`src/rtl/turn_input_cond_pkg.sv`:
```
// rtl/turn_input_cond_pkg.sv - car_defs shared constants for the tail-light front end and sequencer
package turn_input_cond_pkg;

  localparam int DEB_CYCLES_DEF = 1_000_000;
  localparam int DEB_W_DEF      = 20;
  localparam int TICK_DIV_DEF   = 8_388_608;
  localparam int TICK_W_DEF     = 24;

  // Three lamps per side, outermost bit lit last in the sweep.
  localparam logic [2:0] LED_OFF   = 3'b000;
  localparam logic [2:0] LED_STEP1 = 3'b001;
  localparam logic [2:0] LED_STEP2 = 3'b011;
  localparam logic [2:0] LED_STEP3 = 3'b111;

  typedef struct packed {
    logic left;
    logic right;
    logic haz;
  } sel_t;

endpackage

```
`src/rtl/debounce_ch.sv`:
```
// rtl/debounce_ch.sv - 2-flop synchronizer plus counter-based debouncer with stable level q
module debounce_ch #(
  parameter int DEB_CYCLES = 1_000_000,
  parameter int DEB_W      = 20
) (
  input  logic clk,
  input  logic rst,
  input  logic raw,
  output logic q
);

  localparam logic [DEB_W-1:0] LP_LAST = DEB_W'(DEB_CYCLES - 1);

  logic             r_s1;
  logic             r_s2;
  logic             r_q;
  logic [DEB_W-1:0] r_cnt;

  always_ff @(negedge clk or negedge rst) begin
    if (!rst) begin
      r_s1  <= 1'b0;
      r_s2  <= 1'b0;
      r_q   <= 1'b0;
      r_cnt <= '0;
    end else begin
      r_s1 <= raw;
      r_s2 <= r_s1;
      // Any agreeing cycle restarts the count, so short glitches are dropped.
      if (r_s2 == r_q) begin
        r_cnt <= '0;
      end else if (r_cnt == LP_LAST) begin
        r_q   <= r_s2;
        r_cnt <= '0;
      end else begin
        r_cnt <= r_cnt + DEB_W'(1);
      end
    end
  end

  assign q = r_q;

endmodule

```
`src/rtl/turn_input_cond.sv`:
```
// rtl/turn_input_cond.sv - lever/hazard conditioner with hazard toggle and resyncing step enable
module turn_input_cond
  import turn_input_cond_pkg::*;
#(
  parameter int DEB_CYCLES = DEB_CYCLES_DEF,
  parameter int DEB_W      = DEB_W_DEF,
  parameter int TICK_DIV   = TICK_DIV_DEF,
  parameter int TICK_W     = TICK_W_DEF
) (
  input  logic clk,
  input  logic rst,
  input  logic raw_l,
  input  logic raw_r,
  input  logic raw_halt,
  output logic l,
  output logic r,
  output logic hazard,
  output logic step_en
);

  localparam logic [TICK_W-1:0] LP_TICK_LAST = TICK_W'(TICK_DIV - 1);
  localparam logic [TICK_W-1:0] LP_TICK_PEN  = TICK_W'(TICK_DIV - 2);

  logic              w_l_q;
  logic              w_r_q;
  logic              w_halt_q;
  sel_t              w_sel;
  logic              w_resync;
  logic              r_halt_d;
  logic              r_hazard;
  sel_t              r_prev;
  logic [TICK_W-1:0] r_tick;
  logic              r_step;

  debounce_ch #(.DEB_CYCLES(DEB_CYCLES), .DEB_W(DEB_W)) u_deb_l (
    .clk(clk), .rst(rst), .raw(raw_l), .q(w_l_q)
  );
  debounce_ch #(.DEB_CYCLES(DEB_CYCLES), .DEB_W(DEB_W)) u_deb_r (
    .clk(clk), .rst(rst), .raw(raw_r), .q(w_r_q)
  );
  debounce_ch #(.DEB_CYCLES(DEB_CYCLES), .DEB_W(DEB_W)) u_deb_halt (
    .clk(clk), .rst(rst), .raw(raw_halt), .q(w_halt_q)
  );

  assign w_sel    = {w_l_q, w_r_q, r_hazard};
  assign w_resync = (w_sel != r_prev);

  always_ff @(negedge clk or negedge rst) begin
    if (!rst) begin
      r_halt_d <= 1'b0;
      r_hazard <= 1'b0;
      r_prev   <= '0;
      r_tick   <= '0;
      r_step   <= 1'b0;
    end else begin
      r_halt_d <= w_halt_q;
      if (w_halt_q && !r_halt_d) begin
        r_hazard <= ~r_hazard;
      end
      r_prev <= w_sel;
      // A new selection restarts the sweep, overriding a terminal count.
      if (w_resync || (r_tick == LP_TICK_LAST)) begin
        r_tick <= '0;
        r_step <= 1'b0;
      end else begin
        r_tick <= r_tick + TICK_W'(1);
        r_step <= (r_tick == LP_TICK_PEN);
      end
    end
  end

  assign l       = w_l_q;
  assign r       = w_r_q;
  assign hazard  = r_hazard;
  assign step_en = r_step;

endmodule

```
`config.mk`:
```
export PLATFORM = sky130hd
export DESIGN_NAME = turn_input_cond
export DESIGN_NICKNAME = d
export VERILOG_FILES = /design/src/rtl/turn_input_cond_pkg.sv /design/src/rtl/debounce_ch.sv /design/src/rtl/turn_input_cond.sv
export SDC_FILE = /design/constraint.sdc
export NUM_CORES = 1
export LEC_CHECK = 0
export BUFFER_PORTS_ARGS = -buffer_cell sky130_fd_sc_hd__buf_2
export CORE_AREA = 2 2 116 90
export DETAILED_ROUTE_END_ITERATION = 8
export DIE_AREA = 0 0 118 92
export HOLD_SLACK_MARGIN = 0.06
export SLEW_MARGIN = 20
export SYNTH_ARGS = -nofsm -noshare
export SYNTH_HDL_FRONTEND = slang
export SYNTH_SLANG_ARGS = --single-unit
```
`constraint.sdc`:
```
create_clock -name clk -period 4.6 [get_ports clk]
set_clock_uncertainty 0.1 [all_clocks]
set_input_delay 0.46 -clock clk [delete_from_list [all_inputs] [get_ports clk]]
set_output_delay 0.46 -clock clk [all_outputs]
set_load 0.005 [all_outputs]
```
### Word-level counts from Yosys, hierarchy flattened

Cells that the tools add are included.

| operators by class | value |
|---|---|
| add/sub/neg operators | 4 |
| equal/unequal tests | 9 |
| muxes and demuxes | 8 |
| bitwise operators | 4 |
| reductions and logical operators | 6 |

Operators by type and width:

| kind | number |
|---|---|
| two-way mux 20 bit | 6 |
| adder 20 x 1 -> 20 bit, second input constant | 3 |
| == test 20 bit, second input constant | 3 |
| == test 24 x 23 -> 1 bit, second input constant | 2 |
| adder 24 x 1 -> 24 bit, second input constant | 1 |
| two-way mux 24 bit | 1 |
| AND reduction 2 bit | 3 |
| inverter 1 bit | 4 |
| == test 1 bit | 3 |
| inequality test 3 bit | 1 |
| logical AND 1 bit | 1 |
| zero test 1 bit | 1 |
| logical OR 1 bit | 1 |
| two-way mux 1 bit | 1 |

| storage, ports and cells | value |
|---|---|
| bits in registers | 99 |
| bits of input ports | 5 |
| output and inout bits | 4 |
| word-level logic and storage cells | 50 |

### Longest topological paths before layout

Gate-level depths: netlist of run 1.

| depth | value |
|---|---|
| depth after elaboration | 3 |
| mapped depth | 7 |
| mapped depth without buffers | 5 |

### Hierarchy

Synthesis of run 1 repeated with hierarchy kept, for this count alone.

| second synthesis, totals | value |
|---|---|
| cells, all modules | 470 |
| area, all modules | 4812.1 µm² |

By module, submodules not included:

| module | times used | cells an instance | area an instance (µm²) | sequential area each (µm²) |
|---|---|---|---|---|
| debounce_ch | 3 | 108 | 1114.8 | 575.6 |
| turn_input_cond | 1 | 146 | 1467.7 | 750.7 |

==> key figures, run 1 <==
Routing
  • Vias: 3459
  • Via-to-Cell Ratio: ~5.5
  • DR pass1 iterations: 4
  • Detailed Route Iter0 Violations: between 150 and 200
  • Drt total wl: about 8800 um
  • ANT nets after route: 0
  • WL/cell: roughly 14 um
  • DRC viols: 0

STA
  • Count of final hold-check violations: 0
  • Slew @ Worst Pin: roughly 0.77 ns
  • Final Setup Violations: 0
  • RSZ-0062 raised after global routing: no
  • Minimum hold slack: ~0.19 ns
  • Max_slew headroom: between 40% and 50%
  • Setup TNS Final: 0 ns
  • Final Max Slew Viols: 0

Global routing
  • Vias in the first global route: 3289
  • Met2 Usage GRT: a little over a quarter
  • Total gr overflow: 0
  • Met3 Track Usage GR: under 10%
  • Gr busiest metal: met2
  • Gr usage total: 18.3%
  • Pin count of the biggest net entering global routing: 45
  • Initial antenna violation count: 0
  • First-pass GRT wire length: between 15000 and 20000 um
  • Global Route met1 Usage: roughly 25%

Layout
  • Ratio of cells with drive above 1 in the final layout: 8.57%
  • Area added between synthesis and finish: 9.93%
  • Filler cells: 900
  • Ant. Diodes: 0
  • Multi-input gate area: roughly 2200 um2
  • Register area: between 2000 and 2500 um2
  • Final #Nets: a little under 500

Die
  • # IOs: 9
  • Die W: ~120 um
  • Die H: just over 90 um
  • Row cnt: 32
  • Die ar.: between 10000 and 15000 um2
  • Starting Density: approximately 48%
  • Core area: a little under 10000 um2

Place
  • Input/output buffers: 8
  • HPWL Detailed: ~6000 um
  • Routability congestion estimate from global placement: approximately 0.78

Flow run
  • Max-cap violations: 0

Logic synthesis
  • Post-Syn Nets: a little under 500
  • Synth area leader: dfrtn_1
  • Leading post-synthesis cells by cell area: dfrtn_1 52%, xnor2_1 7.5%, nor2_1 5.3%, xor2_1 3.3%, nand4_1 2.6%
  • Seq/Total Area, Yosys: between 50% and 60%
  • Post-Synthesis Cells: 474
  • Post-synth EDFFs: 0
  • Synth cell types: 45
  • Yosys warnings: 0
  • Synth async-reset ratio: between 90% and 100%
  • Top-count cell post-synth: dfrtn_1
  • Synth top area share: a little over half
  • Synthesized area per cell: around 10 um2
  • Main synth FF type: dfrtn_1
  • Flops & latches, synth: slightly below 100
  • Most common library cells after synthesis: 99 x dfrtn_1, 67 x nor2_1, 41 x xnor2_1, 26 x nand2_1, 24 x nand3_1
  • Mapped Area: approximately 4800 um2

Clocking
  • Post-cts resize count: 0
  • Clock Path Buffers: 2
  • Clk sinks: just under 100
  • Root Driver: clkbuf_16
  • TritonCTS clock tree: yes
  • Clk_lat worst skew: around 0.35 ns
  • H-Tree Depth: 3
  • Post-CTS Hold Fix Bufs: 0
  • Post-CTS setup buffers: 0
  • Clock-pin slew on the worst setup and hold paths: about 0.050 ns
  • Num CTS Buffers: 9

Critical path
  • Cell family with most CP delay: flip-flops
  • Setup crit start kind: flop
  • Slowest cell on the critical path: dfrtn_1
  • Worst EP arrival: roughly 3.3 ns
  • CP Capture Type: output pin
  • Critical path buffers and inverters: 1
  • CP Data Required Time: between 4 and 5 ns
  • Critical path class: flop to output pin
  • Crit-path max FO: 5
  • Crit-path cells: buf_2
  • CP peak stage delay: about 0.48 ns

Power and ir drop
  • Pleak: 2.12 nW
  • Peak supply drop: 0.160 mV
  • Power Dens Cells: around 310 nW/um2

Run status
  • Status: complete, no violations

Min path
  • Hold crit path type: flop to flop
through the flow:
step / cell area [um2] / worst slack, ns / power, mW / std cells / utilization, %
3_3_place_gp: 4960 / 1.15 / 0.954 / 610 / 50.1
5_1_grt: 5230 / 0.707 / 1.71 / 626 / 52.9
2_1_floorplan: 4760 / 1.28 / 0.927 / 474 / -
3_5_place_dp: 4960 / 1.12 / 0.955 / 610 / 50.1
6_report: 5230 / 0.767 / 1.64 / 626 / 52.9
4_1_cts: 5230 / 0.748 / 1.66 / 626 / 52.9
flip-flops by register name, summed over array words and instances, names as in the netlist:
register,flops
u_deb_l.r_cnt,20
u_deb_halt.r_cnt,20
u_deb_r.q,1
u_deb_r.r_s1,1
u_deb_halt.r_s2,1
u_deb_halt.r_s1,1
u_deb_halt.q,1
r_halt_d,1
u_deb_r.r_cnt,20
r_prev,3
step_en,1
u_deb_l.q,1
r_tick,24
u_deb_l.r_s2,1
u_deb_r.r_s2,1
u_deb_l.r_s1,1
hazard,1
layout make-up:
type                       instances  share of cell area (%)
sequential                        99                    47.3
multi-input combinational        346                    41.3
inverter                          16                    1.15
tap                              136                    3.25
clock buffer                      11                    4.45
clock inverter                     5                   0.741
timing repair buffer              13                    1.77
routing by layer:
layer / part of all wire (%) / routed length [um] / vias to the layer above
li1: - / - / 1701
met3: 3.4 / 296 / 12
met4: 1.9 / 166 / 0
met5: 0 / 0 / -
met2: 44 / 3910 / 54
met1: 50 / 4440 / 1692
cell usage in the layout (no fill, tap or decap), types with 16 or more instances in the layout:
| cell | instances |
|---|---|
| nand4_1 | 20 |
| nand3_1 | 24 |
| inv_1 | 16 |
| dfrtn_1 | 99 |
| nand2_1 | 26 |
| nor4_1 | 16 |
| xnor2_1 | 41 |
| a21oi_1 | 23 |
| xor2_1 | 18 |
| nor2_1 | 67 |
kinds of logic (layout without fill, tap and decap cells):
family | Yosys count | in the layout | share of synthesized area [%]
buffers and inverters | 29 | 45 | 2.68
xor gates and xnor gates | 59 | 59 | 10.9
adders and majority gates | 5 | 5 | 1.31
AOI/OAI and AO/OA | 51 | 51 | 6.81
DFF | 99 | 99 | 52.0
and+or+nand+nor | 226 | 226 | 25.2
muxes | 5 | 5 | 1.13
power by group:
group          switching, mW  internal (mW)
Clock                  0.328          0.370
Combinational         0.0318         0.0131
Sequential           0.00830          0.885
Total                  0.368           1.27
path summary, 6_finish.rpt:
kind | startpoint | end | slack [ns] | cells after the start
max in group asynchronous | rst | u_deb_halt.r_cnt[6] | 1.57 | 2
max | u_deb_l.q | l | 0.77 | 1
max reg2reg | r_tick[4] | r_tick[13] | 1.95 | 5
min | u_deb_r.r_s1 | u_deb_r.r_s2 | 0.19 | 0
min in group asynchronous | rst | r_tick[18] | 2.14 | 1
min reg2reg | u_deb_r.r_s1 | u_deb_r.r_s2 | 0.19 | 0
Power figures use the tool's default switching activity.
==> inputs of run 2 (changes only) <==
clock period = 3.6 ns   (was 4.6 ns; I/O delays follow)
==> run 2 against run 1 <==
  * Design area grew 1.6%
  * Largest cell class unchanged
  * Critical endpoint unchanged
  * Power rose by 41%
  * Largest power group unchanged
  * Via count shrank 1.0%
  * Clock-buffer cell count is 1 lower
  * Sequential share of layout area down 0.74 points
==> key figures, run 2 (synthesis gave the netlist of run 1 again) <==
Run status
  • Status: complete, no violations

Critical path
  • Worst EP arrival: around 2.8 ns
  • Cell family with most CP delay: flip-flops
  • CP Capture Type: output pin
  • CP peak stage delay: between 0.4 and 0.5 ns
  • RR Startpoint: r_tick[4]
  • Crit-path max FO: 5
  • Critical path class: flop to output pin
  • Flop2flop setup slack: about 1.1 ns
  • RR Endpoint: r_tick[9]
  • CP Data Required Time: about 3.1 ns
  • Crit-path cells: buf_2
  • R2r worst-path depth: 5
  • Slowest cell on the critical path: dfrtn_1
  • Setup crit start kind: flop
  • Critical path buffers and inverters: 1

Routing
  • DR pass1 iterations: 4
  • WL/cell: 14.5 um
  • Drt total wl: roughly 9100 um
  • ANT nets after route: 0
  • Detailed Route Iter0 Violations: approximately 190
  • Via-to-Cell Ratio: 5.46
  • DRC viols: 0
  • Vias: ~3400

Layout
  • Count of non-filler cells in the finished layout: between 600 and 700
  • Area added between synthesis and finish: 11.7%
  • Final instance area: 5320 um2
  • Ratio of cells with drive above 1 in the final layout: between 8 and 9%
  • Util after Layout: between 50 and 60%
  • Max reg flops: 24
  • Most frequent cells in the layout: 99 x dfrtn_1, 67 x nor2_1, 41 x xnor2_1
  • Ant. Diodes: 0
  • Biggest register: r_tick
  • Most common cell after layout, fill and taps aside: dfrtn_1
  • Final #Nets: slightly below 500

Global routing
  • Pin count of the biggest net entering global routing: 40
  • Gr usage total: 18.5%
  • Vias in the first global route: between 3000 and 4000
  • First-pass GRT wire length: approximately 16000 um
  • Initial antenna violation count: 0
  • Gr busiest metal: met2
  • Total gr overflow: 0
  • Global Route met1 Usage: about a quarter
  • Met2 Usage GRT: between 20% and 30%
  • Met3 Track Usage GR: under 10%

Power and ir drop
  • Power Dens Cells: ~430 nW/um2
  • Peak supply drop: approximately 0.26 mV
  • Pleak: approximately 2.2 nW

Clocking
  • H-Tree Depth: 3
  • Root Driver: clkbuf_16
  • Post-CTS setup buffers: 0
  • Num CTS Buffers: 9
  • Clk sinks: 99
  • Post-cts resize count: 0
  • Post-CTS Hold Fix Bufs: 0
  • Clock Path Buffers: 2
  • TritonCTS clock tree: yes
  • Clock-pin slew on the worst setup and hold paths: 0.05 ns
  • Clk_lat worst skew: 0.35 ns

Place
  • Input/output buffers: 8
  • Placed cell count: 611
  • Pre-CTS setup slack: a little over 0.7 ns
  • Routability congestion estimate from global placement: 0.785
  • Placed Area: ~5000 um2
  • HPWL Detailed: 6150 um

Die
  • Die W: 118 um
  • Core area: just under 10000 um2
  • # IOs: 9
  • Die ar.: 10900 um2
  • Starting Density: between 40 and 50%
  • Row cnt: 32
  • Die H: roughly 92 um

STA
  • Final Setup Violations: 0
  • Max_slew headroom: 49.4%
  • Count of final hold-check violations: 0
  • Slew @ Worst Pin: roughly 0.75 ns
  • Setup TNS Final: 0 ns
  • Final Max Slew Viols: 0
  • Post-route setup slack: roughly 0.37 ns
  • RSZ-0062 raised after global routing: no

Min path
  • Hold Path Sink: u_deb_l.r_s2
  • Hold Path Origin: u_deb_l.r_s1
  • Hold crit path type: flop to flop
  • Hold path depth: 0

Flow run
  • Max-cap violations: 0
==> run 2: cell types whose count changed in the layout (fill, tap and decap cells not counted), sizes merged <==
cell / change
bufinv: +3
clkinv: -2
buf: +1
clkbuf: -1
==> run 2: power breakdown <==
| group | total [mW] | switching (mW) | internal (mW) |
|---|---|---|---|
| Sequential | 1.14 | 0.0103 | 1.13 |
| Combinational | 0.0593 | 0.0410 | 0.0183 |
| Clock | 1.11 | 0.424 | 0.681 |
==> run 2: layout make-up <==
| cell class | instances | area [um2] |
|---|---|---|
| tap | 136 | 170 |
| inverter | 16 | 60.1 |
| clock buffer | 10 | 229 |
| clock inverter | 6 | 111 |
| timing repair buffer | 14 | 113 |
| sequential | 99 | 2480 |
| multi-input combinational | 346 | 2160 |
| fill | 901 | 4570 |
==> run 2: routing by layer <==
| layer | vias to the layer above | part of all wire, % |
|---|---|---|
| met1 | 1678 | 51 |
| met5 | - | 0 |
| met3 | 8 | 2.7 |
| li1 | 1707 | - |
| met2 | 30 | 45 |
| met4 | 0 | 1.1 |
==> run 2: per-stage QoR <==
step	power, mW	hold slack [ns]
global route	2.39	0.202
global placement	1.22	0.192
detailed placement	1.22	0.195
CTS	2.33	0.196
finish	2.31	0.193
floorplan	1.18	0.192
==> run 2: worst max-delay path by stage <==
stage,start,end,slack (ns),cells past startpoint
6_report,u_deb_l.q,l,0.37,1
5_1_grt,u_deb_l.q,l,0.28,1
4_1_cts,u_deb_l.q,l,0.34,1
3_5_place_dp,u_deb_l.q,l,0.72,1
3_3_place_gp,u_deb_l.q,l,0.75,1
2_1_floorplan,u_deb_l.q,l,0.88,0
